$ cat config.mk
export PLATFORM = sky130hd
export DESIGN_NAME = mult_unit_flat
export DESIGN_NICKNAME = d
export VERILOG_FILES = /design/src/rtl/mult_unit_if.sv /design/src/rtl/mult_unit.sv /design/src/flat_wrapper.sv
export SDC_FILE = /design/constraint.sdc
export NUM_CORES = 1
export LEC_CHECK = 0
export ABC_AREA = 1
export ABC_CLOCK_PERIOD_IN_PS = 19700
export CORE_AREA = 3 3 182 219
export CTS_CLUSTER_SIZE = 8
export DETAILED_ROUTE_END_ITERATION = 10
export DIE_AREA = 0 0 185 222
export PLACE_DENSITY = 0.77
export SYNTH_ARGS = -nofsm -noshare
export SYNTH_HDL_FRONTEND = slang
export SYNTH_SLANG_ARGS = --single-unit
$ cat constraint.sdc
create_clock -name clk -period 19.7 [get_ports clk]
set_input_delay 3.94 -clock clk [delete_from_list [all_inputs] [get_ports clk]]
set_output_delay 3.94 -clock clk [all_outputs]
set_load 0.005 [all_outputs]
$ cat src/rtl/mult_unit_if.sv
// Request/result bundle between a control unit (master) and the multiply unit (slave).
interface mult_unit_if;
    logic        start;
    logic [1:0]  op;
    logic [31:0] a;
    logic [31:0] b;
    logic [31:0] hi;
    logic [31:0] lo;
    logic        busy;
    logic        done;

    modport master (output start, op, a, b, input hi, lo, busy, done);
    modport slave  (input start, op, a, b, output hi, lo, busy, done);
endinterface

$ cat src/rtl/mult_unit.sv
// Sequential 32x32 multiplier (radix-2 shift-add, 32 iterations) with MIPS-style HI/LO
// registers and MTHI/MTLO writes; signed MULT is done on magnitudes with a final negate.
module mult_unit (
    input  logic         clk,
    input  logic         rst,
    mult_unit_if.slave   bus
);
    typedef enum logic [1:0] {IDLE, CALC, FIX, DONE} state_t;

    state_t      state_q, state_d;
    logic [4:0]  count_q, count_d;
    logic [63:0] acc_q, acc_d;
    logic [63:0] mcand_q, mcand_d;
    logic [31:0] mplier_q, mplier_d;
    logic [31:0] hi_q, hi_d;
    logic [31:0] lo_q, lo_d;
    logic        sign_q, sign_d;

    logic [31:0] abs_a, abs_b;
    logic [63:0] result;

    // Unsigned magnitude: 0x80000000 maps to itself, which is the exact value of |-2^31|.
    assign abs_a  = bus.a[31] ? (~bus.a + 32'd1) : bus.a;
    assign abs_b  = bus.b[31] ? (~bus.b + 32'd1) : bus.b;
    assign result = sign_q ? (~acc_q + 64'd1) : acc_q;

    always_ff @(posedge clk or posedge rst) begin
        if (rst) begin
            state_q  <= IDLE;
            count_q  <= '0;
            acc_q    <= '0;
            mcand_q  <= '0;
            mplier_q <= '0;
            hi_q     <= '0;
            lo_q     <= '0;
            sign_q   <= 1'b0;
        end else begin
            state_q  <= state_d;
            count_q  <= count_d;
            acc_q    <= acc_d;
            mcand_q  <= mcand_d;
            mplier_q <= mplier_d;
            hi_q     <= hi_d;
            lo_q     <= lo_d;
            sign_q   <= sign_d;
        end
    end

    always_comb begin
        state_d  = state_q;
        count_d  = count_q;
        acc_d    = acc_q;
        mcand_d  = mcand_q;
        mplier_d = mplier_q;
        hi_d     = hi_q;
        lo_d     = lo_q;
        sign_d   = sign_q;

        case (state_q)
            IDLE: begin
                if (bus.start) begin
                    case (bus.op)
                        2'b00: begin
                            mcand_d  = {32'd0, bus.a};
                            mplier_d = bus.b;
                            sign_d   = 1'b0;
                            acc_d    = '0;
                            count_d  = '0;
                            state_d  = CALC;
                        end
                        2'b01: begin
                            mcand_d  = {32'd0, abs_a};
                            mplier_d = abs_b;
                            sign_d   = bus.a[31] ^ bus.b[31];
                            acc_d    = '0;
                            count_d  = '0;
                            state_d  = CALC;
                        end
                        2'b10: hi_d = bus.a;
                        2'b11: lo_d = bus.a;
                    endcase
                end
            end
            CALC: begin
                // Multiplicand walks left while the multiplier is consumed LSB-first.
                if (mplier_q[0]) begin
                    acc_d = acc_q + mcand_q;
                end
                mcand_d  = {mcand_q[62:0], 1'b0};
                mplier_d = {1'b0, mplier_q[31:1]};
                count_d  = count_q + 5'd1;
                if (count_q == 5'd31) begin
                    state_d = FIX;
                end
            end
            FIX: begin
                hi_d    = result[63:32];
                lo_d    = result[31:0];
                state_d = DONE;
            end
            DONE: state_d = IDLE;
            default: state_d = IDLE;
        endcase
    end

    assign bus.hi   = hi_q;
    assign bus.lo   = lo_q;
    assign bus.busy = (state_q == CALC) || (state_q == FIX);
    assign bus.done = (state_q == DONE);
endmodule

$ cat src/flat_wrapper.sv
// flat-port wrapper written by rule: the top's interface ports become plain ports
module mult_unit_flat 
  (clk, rst, bus_start, bus_op, bus_a, bus_b, bus_hi, bus_lo, bus_busy, bus_done);
  mult_unit_if bus_i ();
  input  logic clk;
  input  logic rst;
  input wire logic [$bits(bus_i.start)-1:0] bus_start;
  input wire logic [$bits(bus_i.op)-1:0] bus_op;
  input wire logic [$bits(bus_i.a)-1:0] bus_a;
  input wire logic [$bits(bus_i.b)-1:0] bus_b;
  output wire logic [$bits(bus_i.hi)-1:0] bus_hi;
  output wire logic [$bits(bus_i.lo)-1:0] bus_lo;
  output wire logic [$bits(bus_i.busy)-1:0] bus_busy;
  output wire logic [$bits(bus_i.done)-1:0] bus_done;
  assign bus_i.start = bus_start;
  assign bus_i.op = bus_op;
  assign bus_i.a = bus_a;
  assign bus_i.b = bus_b;
  assign bus_hi = bus_i.hi;
  assign bus_lo = bus_i.lo;
  assign bus_busy = bus_i.busy;
  assign bus_done = bus_i.done;
  mult_unit u_core (.clk(clk), .rst(rst), .bus(bus_i));
endmodule
==> summary.txt, run 1 <==
Synth
  • Syn_area_per_cell: 5.95 µm²
  • EDFF count, synth: 0
  • Synth Warn #: 0
  • Synth async-reset ratio: 100%
  • Seq cells post-synth: between 200 and 250
  • Synth unique cells: 50
  • Syn_nets: 3443
  • Cells after Synth: 3300
  • Mapped Area: 0.0196 mm²
  • Ys flop type: dfrtp_1
  • Seq/Total Area, Yosys: 29.5%

Final layout
  • Final core utilization: 58.7%
  • Share of cells above drive strength 1: 3.67%
  • Layout Area Growth over Synthesis: 13.1%
  • Multi-input combinational cell area: ~0.011 mm²
  • Reg area: slightly below 0.006 mm²
  • # diodes: 0
  • Fillers: around 3800
  • Nets@finish: 3541
  • Final cell count without fillers: a little under 4000

Global route
  • Initial antenna violation count: 0
  • Grt met2 use: 58.3%
  • Grt ovf: 0
  • Vias in the first global route: between 20000 and 25000
  • Global-route track usage on met3: 6.99%
  • Gr busiest metal: met2
  • Largest net degree at the start of global routing: 102
  • GR Util met1: 50.7%
  • Total GRT Usage: 38.6%
  • First-pass GRT wire length: 122000 µm

Setup path
  • Crit end category: flop
  • WS Path Type: in2reg
  • Critical Path RT: 20.14 ns
  • WP data arrival: about 7.0 ns
  • Crit Path Max Fanout: 68
  • Crit-path max cell delay: between 0.6 and 0.7 ns
  • CP Launch Type: primary input
  • Cells along the critical path: clkdlybuf4s50_1 -> nand2_1 -> nor2_1 -> inv_2 -> o21ai_4 -> buf_4 -> inv_2 -> buf_4 -> o21ai_1 -> nand2_1 -> nor2_1
  • Slowest cell on crit path: buf_4

Placement
  • Detail Placement HPWL: roughly 65000 µm
  • Routability Congestion: between 1 and 1.5
  • I/O Buffers: 134
  • Pre-CTS WS: 12.70 ns
  • Dpl cells: 3841

CTS
  • Clk sink count: roughly 230
  • Worst skew pair latency: 0.54 ns
  • H-Tree Depth: 2
  • Root Driver: clkbuf_16
  • PostCTS Resize Cnt: 0
  • Cts hold-fix bufs: 0
  • Postcts setup bufs: 0
  • Total CTS buffers: 35
  • Clock-pin slew on the worst setup and hold paths: 0.05 ns
  • CTS Buffer Depth: 3
  • CTS tree: yes

Die
  • I/O pins: 135
  • Die Area: 0.0411 mm²
  • Core region area: 0.0379 mm²
  • Initial Util: 51.9%
  • Chip width: 185 µm
  • Row cnt: 78
  • Die Y: 222 µm

Timing
  • Final Hold Viols: 0
  • Worst Skew: 0.0293 ns
  • RSZ-0062 raised after global routing: no
  • Worst-Margin Slew: 1.06 ns
  • Setup TNS: 0 ns
  • Max Freq: 154 MHz
  • PnR worst setup slack: between 10 and 15 ns
  • Final setup viols: 0
  • Worst relative slew slack: 29.5%
  • Final period util: 33.0%
  • Slew Limit Fails: 0
  • Fin crit period: 6.51 ns

Pwr
  • Total power draw: roughly 3500 µW
  • Leak: 0.0118 µW
  • Switching part of the total: a little over half
  • Internal Power: 1680 µW
  • P_sw: 1860 µW
  • Flop pwr share: 26.1%
  • Clock power share: between 15 and 20%
  • Peak supply drop: 0.000163 V
  • PwrDens: 159 mW/mm²
  • Logic pwr share: 58.4%

Min path
  • Worst min path class: reg2reg

Status
  • Result of the run: finished, final reports clean

Routing
  • DRT iter0 DRCs: approximately 2300
  • DR pass1 iterations: 8
  • DRC errors left: 0
  • Wire length per cell: 20.9 µm
  • WL final: between 80000 and 90000 µm
  • Via/cell ratio: 5.75
  • Via count: 22300
  • Antenna viol nets, final: 0

Run
  • Maxcap violations: 0
## worst max-delay path: cells and delay by family
kind / cells / cell delay, ns
AO/OA/AOI/OAI: 2 / 0.26
buffers and inverters: 5 / 2.28
AND/OR/NAND/NOR: 4 / 0.43
## through the flow
stage / cell area (µm²) / hold slack (ns)
floorplan: 19600 / 0.444
CTS: 22200 / 0.478
global placement: 21300 / 0.462
finish: 22200 / 0.481
detailed placement: 21300 / 0.462
global route: 22200 / 0.493
## registers in the layout, indices dropped and copies added (netlist names)
name	cells
u_core.sign_q	1
u_core.acc_q	64
u_core.mplier_q	32
u_core.mcand_q	64
u_core.bus.hi	32
u_core.bus.lo	32
u_core.state_q	2
u_core.count_q	5
## cell type report
cell class                 count  area share (%)
timing repair buffer         145            6.41
tap                          480            2.70
clock inverter                 4           0.158
multi-input combinational   2429            51.1
sequential                   232            26.1
clock buffer                  39            4.10
inverter                     555            9.42
## Yosys cell counts (all sizes together), types with 26 or more instances
master	number	area (µm²)
a31oi	30	218
nand3	260	1320
nand4	31	194
nor3	28	168
a21oi	163	827
ha	73	913
nand2	1102	4190
dfrtp	232	5810
nor2	447	1790
inv	553	2080
buf	58	314
o21ai	181	913
o22ai	43	269
clkbuf	26	97.6
## cell families after synthesis
| group | count (synthesis) | share of synthesized area [%] |
|---|---|---|
| AND/OR/NAND/NOR | 1896 | 39.9 |
| flip-flops | 232 | 29.5 |
| adder cells (fa/ha/maj) | 74 | 4.75 |
| buffers and inverters | 639 | 12.7 |
| XOR/XNOR | 16 | 0.713 |
| AO/OA/AOI/OAI | 443 | 12.4 |
## layout by cell type (no fill, tap or decap), types with 36 or more instances in the layout
master,instances
a21oi_1,160
clkbuf_16,36
clkdlybuf4s50_1,134
dfrtp_1,231
ha_1,71
inv_1,542
nand2_1,1088
nand3_1,257
nor2_1,424
o21ai_0,157
o22ai_1,43
## per-layer routing
metal / part of all wire, % / vias to the layer above
met2: 43 / 1224
met5: 0 / -
met1: 40 / 10300
li1: - / 10500
met4: 7.8 / 0
met3: 9.3 / 279
## final timing paths
path | startpoint | slack, ns | endpoint | cells after the start
hold reg to reg | u_core.mplier_q[27] | 0.48 | u_core.mplier_q[27] | 2
setup reg to reg | u_core.state_q[1] | 15.86 | u_core.acc_q[8] | 9
min in group asynchronous | rst | 3.91 | u_core.bus.lo[0] | 2
max in group asynchronous | rst | 14.17 | u_core.mcand_q[0] | 3
hold / removal | u_core.mplier_q[27] | 0.48 | u_core.mplier_q[27] | 2
setup / recovery | bus_start | 13.19 | u_core.count_q[3] | 11
## power by group through the flow
stage | Combinational [µW] | Clock (µW) | Sequential [µW]
after CTS | 2020 | 557 | 907
after detailed placement | 2010 | 0 | 911
after floorplan | 1360 | 0 | 814
after global routing | 2270 | 573 | 931
final | 2070 | 550 | 922
after global placement | 1980 | 0 | 905
Power figures use the tool's default switching activity.
==> inputs of run 2 (changes only) <==
--- a/config.mk
+++ b/config.mk
@@ -6,12 +6,12 @@
 export NUM_CORES = 1
 export LEC_CHECK = 0
 export ABC_AREA = 1
-export ABC_CLOCK_PERIOD_IN_PS = 19700
+export ABC_CLOCK_PERIOD_IN_PS = 5900
 export CORE_AREA = 3 3 182 219
 export CTS_CLUSTER_SIZE = 8
 export DETAILED_ROUTE_END_ITERATION = 10
 export DIE_AREA = 0 0 185 222
-export PLACE_DENSITY = 0.77
+export PLACE_DENSITY = 0.8
 export SYNTH_ARGS = -nofsm -noshare
 export SYNTH_HDL_FRONTEND = slang
 export SYNTH_SLANG_ARGS = --single-unit
==> constraint.sdc (replaced) <==
create_clock -name clk -period 5.9 [get_ports clk]
set_input_delay 1.18 -clock clk [delete_from_list [all_inputs] [get_ports clk]]
set_output_delay 1.18 -clock clk [all_outputs]
set_load 0.005 [all_outputs]
==> summary.txt, run 2 (synthesized netlist as in run 1, its figures left out) <==
Status
  • Result of the run: finished, final reports clean

Final layout
  • Design Area, Final: 0.0223 mm² (+0.31%)
  • Commonest non-fill, non-tap cell in the layout: nand2_1
  • Nets@finish: 3543 (+0.056%)
  • # diodes: 0 (unchanged)
  • Final core utilization: 58.9% (+0.19 points)
  • Layout Area Growth over Synthesis: 13.5%
  • Share of cells above drive strength 1: 3.73% (+0.057 points)
  • Commonest non-fill, non-tap cells in the layout: nand2_1, inv_1, nor2_1
  • Largest regs: u_core.acc_q x64, u_core.mcand_q x64

Placement
  • Routability Congestion: 1.04 (+0.84%)
  • Pre-CTS WS: 2.12 ns (-10.58 ns)
  • Detail Placement HPWL: 56100 µm (-14%)
  • I/O Buffers: 134 (unchanged)
  • Placed Area: 0.0213 mm² (+0.17%)

Timing
  • Final setup viols: 0 (unchanged)
  • PnR worst setup slack: 2.55 ns (-10.64 ns)
  • Worst relative slew slack: 24.4% (-5.0 points)
  • Setup TNS: 0 ns (unchanged)
  • Max Freq: 298 MHz
  • Fin crit period: 3.35 ns
  • Final period util: a little under three fifths
  • Final Hold Viols: 0 (unchanged)
  • Worst-Margin Slew: 1.13 ns (+0.0735 ns)
  • Hold Slack: 0.473 ns (-0.00732 ns)
  • Worst Skew: 0.0383 ns (+0.00897 ns)
  • Slew Limit Fails: 0 (unchanged)
  • RSZ-0062 raised after global routing: no

Setup path
  • WP data arrival: 3.72 ns (-3.23 ns)
  • Crit end category: flop
  • Crit-path max cell delay: 0.67 ns (about the same)
  • CP Buf/Inv Count: 3 (-2)
  • Cells along the critical path: clkdlybuf4s50_1 -> inv_1 -> a21oi_1 -> nor2_2 -> nand2_4 -> clkinv_2 -> o21ai_0 -> o22ai_1
  • CP Launch Type: primary input
  • CP top delay family: buffers and inverters
  • Crit Path Max Fanout: 45 (-34%)
  • Critical Path RT: 6.27 ns (-13.87 ns)
  • WS Path Type: in2reg
  • Slowest cell on crit path: clkinv_2

CTS
  • Postcts setup bufs: 0 (unchanged)
  • Clock-pin slew on the worst setup and hold paths: 0.05 ns (about the same)
  • CTS Buffer Depth: 3 (unchanged)
  • Worst skew pair latency: 0.54 ns (about the same)
  • PostCTS Resize Cnt: 0 (unchanged)
  • Clk sink count: 232 (unchanged)
  • Total CTS buffers: 35 (unchanged)
  • CTS tree: yes
  • Root Driver: clkbuf_16
  • H-Tree Depth: 2 (unchanged)
  • Cts hold-fix bufs: 0 (unchanged)

Global route
  • Vias in the first global route: 19700 (-5.3%)
  • Grt ovf: 0 (unchanged)
  • Initial antenna violation count: 1 (+1)
  • Total GRT Usage: 34.2% (-4.5 points)
  • First-pass GRT wire length: 110000 µm (-9.3%)
  • Largest net degree at the start of global routing: 141 (+38%)

Die
  • Chip width: 185 µm (unchanged)
  • Initial Util: 51.9% (unchanged)
  • Die Y: 222 µm (unchanged)
  • Row cnt: 78 (unchanged)
  • I/O pins: 135 (unchanged)
  • Core region area: 0.0379 mm² (unchanged)
  • Die Area: 0.0411 mm² (unchanged)

Pwr
  • Peak supply drop: 0.000285 V (+75%)
  • Internal Power: 5670 µW (+240%)
  • Leak: 0.0119 µW (+0.23%)
  • PwrDens: 522 mW/mm² (+230%)
  • Flop pwr share: 25.8% (-0.3 points)
  • Switching part of the total: 51.3% (-1.2 points)
  • Logic pwr share: 58.1% (-0.3 points)
  • Clock power share: 16.1% (+0.6 points)
  • P_sw: 5970 µW (+220%)

Routing
  • Wire length per cell: 18.4 µm (-12%)
  • DR pass1 iterations: 8 (unchanged)
  • Via/cell ratio: 5.64 (-1.9%)
  • Antenna viol nets, final: 0 (unchanged)
  • DRC errors left: 0 (unchanged)
  • WL final: 71700 µm (-12%)
  • DRT iter0 DRCs: 2430 (+4.8%)
  • Via count: 21900 (-1.8%)

Run
  • Maxcap violations: 0 (unchanged)

Min path
  • Worst min path class: reg2reg
## run 2: worst paths after layout
check	slack [ns]	to	startpoint	cells after the start
min in group asynchronous	1.19	u_core.bus.hi[30]	rst	3
min	0.47	u_core.mplier_q[27]	u_core.mplier_q[27]	2
max in group asynchronous	3.93	u_core.sign_q	rst	3
max reg2reg	2.55	u_core.count_q[3]	u_core.state_q[1]	10
max	2.55	u_core.acc_q[8]	bus_op[1]	8
min reg2reg	0.47	u_core.mplier_q[27]	u_core.mplier_q[27]	2
## run 2: tightest hold or removal path: stages, from the launching register on
cell	delay (ns)
dfrtp_1	0.33
nand2_1	0.05
nand2_1	0.06
## run 2: layout make-up
class | count | area, µm²
clock inverters | 3 | 55.1
clock buffers | 40 | 926
multi-input cells | 2429 | 11400
well taps | 480 | 601
flip-flops and latches | 232 | 5810
repair buffers | 147 | 1460
fillers | 3767 | 15600
inverters | 555 | 2090
## run 2: power by group through the flow
stage | sequential (µW) | clock, µW | combinational (µW)
6_report | 3000 | 1880 | 6770
5_1_grt | 3050 | 1960 | 7510
4_1_cts | 2960 | 1890 | 6620
3_5_place_dp | 2970 | 0 | 6580
3_3_place_gp | 2960 | 0 | 6500
2_1_floorplan | 2720 | 0 | 4530
## run 2: layer usage
layer | part of all wire [%] | wire length [µm] | global-route usage (%)
met1 | 41 | 29700 | 48.5
met2 | 42 | 30100 | 50.6
met3 | 11 | 7830 | 5.73
met4 | 5.7 | 4070 | 16.1
met5 | 0.022 | 16 | 0
## run 2: stage by stage
step | cells | power (µW)
after floorplan | 3300 | 7250
after global placement | 3843 | 9460
after detailed placement | 3843 | 9550
after CTS | 3886 | 11500
after global routing | 3886 | 12500
final | 3886 | 11600
